## src/rtl/sa_job_feeder.sv

```systemverilog
// Buffers one systolic-array job (SIZE B rows, then N A rows), streams it to the
// flow-control wrapper and forwards the returned C rows downstream.
module sa_job_feeder #(
  parameter int WIDTH      = 16,
  parameter int SIZE       = 4,
  parameter int A_ROWS_MAX = 16,
  parameter int CNTW       = $clog2(A_ROWS_MAX+1)
) (
  input  logic                  clk,
  input  logic                  rst,
  input  logic                  i_cfg_vld,
  input  logic [CNTW-1:0]       i_cfg_a_rows,
  output logic                  o_cfg_rdy,
  input  logic                  i_ld_vld,
  input  logic [SIZE*WIDTH-1:0] i_ld_row,
  output logic                  o_ld_rdy,
  output logic                  o_sa_vld,
  output logic                  o_sa_is_b,
  output logic [SIZE*WIDTH-1:0] o_sa_ab,
  input  logic                  i_sa_ready,
  input  logic                  i_c_vld,
  input  logic [SIZE*WIDTH-1:0] i_c,
  output logic                  o_c_ready,
  output logic                  o_res_vld,
  output logic [SIZE*WIDTH-1:0] o_res_c,
  output logic                  o_res_last,
  input  logic                  i_res_rdy,
  output logic                  o_done,
  output logic                  o_busy,
  output logic                  o_err
);
  localparam int DEPTH = SIZE + A_ROWS_MAX;
  localparam int PW    = $clog2(DEPTH);
  localparam int RW    = SIZE * WIDTH;
  localparam logic [PW-1:0]   SIZE_P = PW'(SIZE);
  localparam logic [CNTW-1:0] AMAX_P = CNTW'(A_ROWS_MAX);

  typedef enum logic [2:0] {IDLE, LOAD, SEND, DRAIN, DONE} state_e;

  state_e          state_q, state_d;
  logic [CNTW-1:0] n_q, n_d;
  logic [CNTW-1:0] res_cnt_q, res_cnt_d;
  logic [PW-1:0]   wr_ptr_q, wr_ptr_d;
  logic [PW-1:0]   rd_ptr_q, rd_ptr_d;
  logic            err_q, err_d;
  logic [RW-1:0]   mem [DEPTH];

  logic            ld_we, res_act, c_hs, res_fin;
  logic [PW-1:0]   last_idx;

  // Index of the final buffered row: SIZE B rows followed by n A rows.
  assign last_idx = SIZE_P + PW'(n_q) - PW'(1);

  always_comb begin
    state_d    = state_q;
    n_d        = n_q;
    res_cnt_d  = res_cnt_q;
    wr_ptr_d   = wr_ptr_q;
    rd_ptr_d   = rd_ptr_q;
    err_d      = err_q;
    ld_we      = 1'b0;
    o_cfg_rdy  = 1'b0;
    o_ld_rdy   = 1'b0;
    o_sa_vld   = 1'b0;
    o_sa_is_b  = 1'b0;
    o_sa_ab    = '0;
    o_c_ready  = 1'b1;
    o_res_vld  = 1'b0;
    o_res_c    = '0;
    o_res_last = 1'b0;
    o_done     = 1'b0;
    o_busy     = (state_q != IDLE);
    o_err      = err_q;

    // Results pass straight through only while a result is still owed;
    // anything else is swallowed and flagged.
    res_act = ((state_q == SEND) || (state_q == DRAIN)) && (res_cnt_q < n_q);
    if (res_act) begin
      o_res_vld  = i_c_vld;
      o_res_c    = i_c;
      o_c_ready  = i_res_rdy;
      o_res_last = (res_cnt_q == n_q - 1'b1);
    end else if (i_c_vld) begin
      err_d = 1'b1;
    end
    c_hs = res_act & i_c_vld & i_res_rdy;
    if (c_hs) res_cnt_d = res_cnt_q + 1'b1;
    res_fin = (res_cnt_q == n_q) || (c_hs && (res_cnt_q == n_q - 1'b1));

    case (state_q)
      IDLE: begin
        o_cfg_rdy = 1'b1;
        if (i_cfg_vld) begin
          n_d       = (i_cfg_a_rows > AMAX_P) ? AMAX_P : i_cfg_a_rows;
          if (i_cfg_a_rows > AMAX_P) err_d = 1'b1;
          wr_ptr_d  = '0;
          rd_ptr_d  = '0;
          res_cnt_d = '0;
          state_d   = LOAD;
        end
      end
      LOAD: begin
        o_ld_rdy = 1'b1;
        if (i_ld_vld) begin
          ld_we    = 1'b1;
          wr_ptr_d = wr_ptr_q + 1'b1;
          if (wr_ptr_q == last_idx) state_d = SEND;
        end
      end
      SEND: begin
        o_sa_vld  = 1'b1;
        o_sa_is_b = (rd_ptr_q < SIZE_P);
        o_sa_ab   = mem[rd_ptr_q];
        if (i_sa_ready) begin
          rd_ptr_d = rd_ptr_q + 1'b1;
          if (rd_ptr_q == last_idx) state_d = res_fin ? DONE : DRAIN;
        end
      end
      DRAIN: if (res_fin) state_d = DONE;
      DONE: begin
        o_done  = 1'b1;
        state_d = IDLE;
      end
      default: state_d = IDLE;
    endcase

    // Outputs are held quiet for the whole reset cycle, not just after it.
    if (rst) begin
      ld_we      = 1'b0;
      o_cfg_rdy  = 1'b0;
      o_ld_rdy   = 1'b0;
      o_sa_vld   = 1'b0;
      o_sa_is_b  = 1'b0;
      o_sa_ab    = '0;
      o_c_ready  = 1'b0;
      o_res_vld  = 1'b0;
      o_res_c    = '0;
      o_res_last = 1'b0;
      o_done     = 1'b0;
      o_busy     = 1'b0;
      o_err      = 1'b0;
    end
  end

  always_ff @(posedge clk) begin
    if (rst) begin
      state_q   <= IDLE;
      n_q       <= '0;
      res_cnt_q <= '0;
      wr_ptr_q  <= '0;
      rd_ptr_q  <= '0;
      err_q     <= 1'b0;
    end else begin
      state_q   <= state_d;
      n_q       <= n_d;
      res_cnt_q <= res_cnt_d;
      wr_ptr_q  <= wr_ptr_d;
      rd_ptr_q  <= rd_ptr_d;
      err_q     <= err_d;
    end
  end

  always_ff @(posedge clk) begin
    if (ld_we) mem[wr_ptr_q] <= i_ld_row;
  end
endmodule

```

## config.mk

```make
export PLATFORM = sky130hd
export DESIGN_NAME = sa_job_feeder
export DESIGN_NICKNAME = d
export VERILOG_FILES = /design/src/rtl/sa_job_feeder.sv
export SDC_FILE = /design/constraint.sdc
export NUM_CORES = 1
export LEC_CHECK = 0
export BUFFER_PORTS_ARGS = -buffer_cell sky130_fd_sc_hd__clkbuf_2
export CAP_MARGIN = 30
export CORE_ASPECT_RATIO = 1.75
export CORE_MARGIN = 4
export CORE_UTILIZATION = 60
export DETAILED_ROUTE_END_ITERATION = 6
export GPL_TIMING_DRIVEN = 0
export PLACE_DENSITY = 0.8
export SYNTH_ARGS = -nofsm -noshare
export SYNTH_HDL_FRONTEND = slang
export SYNTH_SLANG_ARGS = --single-unit
```

## constraint.sdc

```tcl
create_clock -name clk -period 6.4 [get_ports clk]
set_input_delay 0.64 -clock clk [delete_from_list [all_inputs] [get_ports clk]]
set_output_delay 0.64 -clock clk [all_outputs]
set_load 0.005 [all_outputs]
```

-- Word-level counts from Yosys, hierarchy flattened
Memories as Yosys holds them, arrays and structs flattened. A register that Yosys moved wholly into a read port is not among the register bits.
Cells that the tools add are included.
- $add $sub $neg: 6
- $lt $le $gt $ge: 3
- eq/ne operators: 14
- mux-type cells: 51
- bitwise operators: 2
- reductions and logical operators: 12
- operators by type and width (cell ; count):
    two-way mux 64 bit ; 4
    two-way mux 5 bit ; 9
    two-way mux 1 bit ; 28
    two-way mux 3 bit ; 7
    == test 5 bit ; 4
    one-hot mux 5 bit (2 select lines) ; 2
    adder 5 x 1 -> 5 bit, second input constant ; 3
    one-hot mux 3 bit (4 select lines) ; 1
    inequality test 2 bit, second input constant ; 5
    subtractor 5 x 1 -> 5 bit, second input constant ; 2
    == test 3 x 2 -> 1 bit, second input constant ; 2
    AND reduction 3 bit ; 2
    AND reduction 6 bit ; 1
    adder 3 x 5 -> 5 bit, first input constant ; 1
    greater-than comparator 5 bit, second input constant ; 1
    < comparator 5 x 3 -> 1 bit, second input constant ; 1
    < comparator 5 bit ; 1
    nonzero test 2 bit ; 2
    == test 3 x 1 -> 1 bit, second input constant ; 1
    == test 3 bit, second input constant ; 1
    logical NOT 3 bit ; 1
    nonzero test 3 bit ; 1
    AND 1 bit ; 2
    logical AND 1 bit ; 2
    3 further kinds ; 4
- register bits: 24
- bits in writable memories: 1280
- input bits: 140
- logic and storage cells: 95
- memories: 1
- memories (memory ; words ; bits a word ; read ports ; clocked after Yosys merged registers in ; write ports ; line ; source):
    mem ; 20 ; 64 ; 1 ; 1 ; 1 ; 46 ; logic [RW-1:0] mem [DEPTH];

-- Longest topological paths before layout
- depth in word-level cells: 11
- gate-level depth with buffers: 10
- depth with buffers taken out: 8

-- Least setup slack after synthesis
OpenSTA, ideal clock, no wires.
- kind: register to register
- start point: reg state_q[0]
- end point: mem mem[10][0] in the netlist's numbering, enable pin
- library setup time: 0.487 ns
- arrival time: 4.039 ns
- required time: 5.913 ns
- path slack: 1.874 ns
- stages on the path, launching flop included: 6
- clock period less this slack: 4.526 ns
- path through: dfxtp_1 -> clkbuf_1 -> nor3b_1 -> and3_1 -> nand2_1 -> nor2_1
- cells in the longest elaborated chain, start to end: 5
- ends and longest elaborated chain (element ; line ; source):
    start, declared ; 40 ; state_e state_q, state_d;
    start signal, assigned ; 154 ; state_q <= state_d;
    == test 3 x 1 -> 1 bit ; 90 ; case (state_q)
    two-way mux 1 bit ; 90 ;
    two-way mux 1 bit ; 128 ; if (rst) begin
    two-way mux 1 bit ; 164 ; if (ld_we) mem[wr_ptr_q] <= i_ld_row;
    two-way mux 1 bit (not written as such) ; 164 ;
    end, declared ; 46 ;
No other way between the ends.

==> impl_metrics.env <==
export IMPL_synth_async_sr_flop_share_pct=0
export IMPL_switching_share_pct=23.0
export IMPL_dp_hpwl_mm=82.9
export IMPL_yosysWarnings=0
export IMPL_path_class="flip-flop to output port"
export IMPL_syn_nets=2356
export IMPL_grt_pass1_vias=27600
export IMPL_core_area_um2=83600
export IMPL_die_area_um2=89500
export IMPL_ir_drop_uv=230
export IMPL_power_leakage_nw=18.5
export IMPL_cts_tree="done"
export IMPL_cts_resized=0
export IMPL_cp_max_fo=10
export IMPL_power_frac_comb_pct=12.3
export IMPL_hold_ws_ns=0.220
export IMPL_cts_root_buf="clkbuf_16"
export IMPL_rr_startpoint="state_q[0]$_SDFFE_PP0P_"
export IMPL_syn_to_final_growth_pct=16.0
export IMPL_seq_area_frac_synth_pct=76.9
export IMPL_muxShareOfSynthArea_pct=18.3
export IMPL_io_buffers=277
export IMPL_yosys_area_top_type_share_pct=75.8
export IMPL_skew_ns=0.0227
export IMPL_reg2reg_to="mem[2][53]$_DFFE_PP_"
export IMPL_drive_gt1_share_pct=35.2
export IMPL_relSlewSlack_pct=28.4
export IMPL_clk_pin_slew_ns=0.07
export IMPL_dp_cells=3614
export IMPL_cp_arrival_ns=4.16
export IMPL_yosys_area_share_simple_pct=2.37
export IMPL_cts_max_level=3
export IMPL_grt_pass1_wl_mm=201
export IMPL_synth_enable_flop_cells=1280
export IMPL_end_kind="output port"
export IMPL_r2r_slack_ns=2.76
export IMPL_rsz0062_at_grt="false"
export IMPL_finalSetupTns_ns=0
export IMPL_synth_top_family_by_area="multiplexers"
export IMPL_powerDensity_nw_per_um2=320
export IMPL_grt_max_degree=23
export IMPL_routedWlPerCell_um=36.5
export IMPL_syn_area_um2=50700
export IMPL_worstHoldStart="i_cfg_a_rows[1]"
export IMPL_synth_fa_ha_area_share_pct=0.296
export IMPL_synthTopCellsByArea="edfxtp_1 76%, mux4_2 17%, mux2i_1 1.3%, dfxtp_1 1.1%, and2_1 0.83%"
export IMPL_drc_errors=0
export IMPL_synth_xor_area_share_pct=0.466
export IMPL_syn_area_per_cell_um2=23.0
export IMPL_ys_flop_type="edfxtp_1"
export IMPL_fin_nets=2816
export IMPL_status="finished clean"
export IMPL_start_util_pct=60.7
export IMPL_mostFrequentLayoutCells="1280 x edfxtp_1, 384 x mux4_2, 277 x clkbuf_2, 108 x clkbuf_16, 87 x nor2_1"
export IMPL_avgViaCountPerCell=6.90
export IMPL_grt_usage_pct=31.7
export IMPL_overflow=0
export IMPL_cts_buffers_inserted=107
export IMPL_pwr_share_seq_pct=50.4
export IMPL_finalWirelength_mm=140
export IMPL_drtAntennaViolNets=0
export IMPL_drv_slew=0
export IMPL_min_period_ns=4.80
export IMPL_ctsHoldBuffers=0
export IMPL_insertion_delay_ns=0.71
export IMPL_timing_hold_violations_final=0
export IMPL_drt_iter0_markers=3781
export IMPL_first_pass_iters=6
export IMPL_antenna_found_initial=13
export IMPL_num_rows=140
export IMPL_cts_sinks=1309
export IMPL_yosysTopAreaCell="edfxtp_1"
export IMPL_worstHoldPathType="input port to flip-flop"
export IMPL_clock_power_share_pct=37.3
export IMPL_layout_commonest_cell="edfxtp_1"
export IMPL_ios=278
export IMPL_post_cts_buffers=0
export IMPL_timing_worst_slew_pin_value_ns=1.07
export IMPL_clock_path_buffers=3
export IMPL_setup_viol=0
export IMPL_fillers=4575
export IMPL_fin_cells=3834
export IMPL_ff2ff_path_depth=7
export IMPL_fmax_mhz=208
export IMPL_die_w_um=228
export IMPL_p_sw_mw=4.33
export IMPL_period_share_pct=75.0
export IMPL_synth_compound_gate_area_share_pct=0.350
export IMPL_synthCells=2204
export IMPL_gp_congestion=1.02
export IMPL_critPathLaunchType="flip-flop"
export IMPL_ys_ff_latch=1309
export IMPL_internal_power_mw=14.5
export IMPL_min_to="n_q[1]$_SDFFE_PP0P_"
export IMPL_synth_distinct_cells=39
export IMPL_worstPathRequired_ns=5.76
export IMPL_min_delay_path_depth=3
export IMPL_die_h_um=393
export IMPL_vias=26400
export IMPL_cap_violations=0
[worst max path at each step]
stage	end	slack, ns	depth (start not counted)
2_1_floorplan	mem[10][0]$_DFFE_PP_	1.87	5
3_3_place_gp	mem[2][56]$_DFFE_PP_	-2.08	5
3_5_place_dp	o_sa_ab[0]	2.44	8
4_1_cts	o_sa_ab[5]	1.58	9
5_1_grt	o_sa_ab[5]	1.56	9
6_report	o_sa_ab[5]	1.60	9
[sequential cells by signal, summed over array words and instances, names as in the netlist, named ones only]
signal     count
state_q        3
rd_ptr_q       5
wr_ptr_q       5
res_cnt_q      5
n_q            5
err_q          1
mem         1280
[kinds of logic (layout without fill, tap and decap cells)]
| group | count (synthesis) | count (layout) |
|---|---|---|
| flops | 1309 | 1309 |
| mux | 448 | 448 |
| simple gates | 246 | 246 |
| buf+inv | 133 | 687 |
| compound gates | 29 | 29 |
| xor+xnor | 27 | 27 |
| fa+ha+maj | 12 | 12 |
| other cells | 0 | 11 |
[critical path, stage by stage, from the launching register on]
cell and delay [ns]:
dfxtp_1 0.31, buf_2 0.16, buf_2 0.36, buf_4 0.34, buf_2 0.39, clkbuf_1 0.77, mux4_2 0.40, mux2i_1 0.11
nor2_1 0.39, clkbuf_2 0.20
[per-stage QoR]
stage / cell area [um^2] / power (mW) / util (%) / setup slack, ns
3_3_place_gp: 53500 / 11.9 / 64.0 / -2.08
2_1_floorplan: 50700 / 11.2 / - / 1.87
4_1_cts: 58700 / 18.9 / 70.3 / 1.58
6_report: 58800 / 18.8 / 70.4 / 1.60
5_1_grt: 58800 / 19.4 / 70.4 / 1.56
3_5_place_dp: 55000 / 11.9 / 65.8 / 2.44
[metal layers]
| metal | up-vias | share of wire [%] | GRT usage (%) |
|---|---|---|---|
| li1 | 10200 | - | - |
| met1 | 13700 | 32 | 38.4 |
| met2 | 2186 | 52 | 54.6 |
| met3 | 410 | 11 | 7.17 |
| met4 | 2 | 5.4 | 15.5 |
| met5 | - | 0.0093 | 0 |
[synthesized netlist by cell type, types with 2 or more instances]
master / n
a21oi_1: 12
a31oi_1: 3
and2_1: 67
buf_1: 19
buf_2: 12
buf_4: 26
buf_6: 7
clkbuf_1: 54
dfxtp_1: 29
edfxtp_1: 1280
ha_1: 12
inv_1: 15
mux2i_1: 64
mux4_2: 384
nand2_1: 30
nand3_1: 5
nand3b_1: 5
nand4_1: 7
nor2_1: 107
nor2b_1: 2
nor3_1: 7
nor3b_1: 5
nor4_1: 2
nor4b_1: 2
o211ai_1: 2
o21ai_0: 5
o32ai_1: 2
or3_1: 3
xnor2_1: 15
xor2_1: 12
[area by class of cell]
cell class | count | area [um^2] | share of cell area [%]
repair buffers | 351 | 2890 | 4.90
diodes | 11 | 27.5 | 0.0468
clock buffers | 118 | 2740 | 4.66
flip-flops and latches | 1309 | 39000 | 66.3
plain buffers | 118 | 608 | 1.03
inverters | 15 | 56.3 | 0.0957
well taps | 1065 | 1330 | 2.26
multi-input cells | 762 | 11200 | 19.0
clock inverters | 85 | 973 | 1.65
[power groups by stage]
stage	Combinational (mW)	Sequential, mW	Clock [mW]
after CTS	2.34	9.48	7.05
after global placement	2.19	9.67	0
after detailed placement	2.28	9.67	0
after global routing	2.46	9.48	7.44
final	2.32	9.48	7.02
after floorplan	1.58	9.67	0
(Power assumes the default switching activity.)
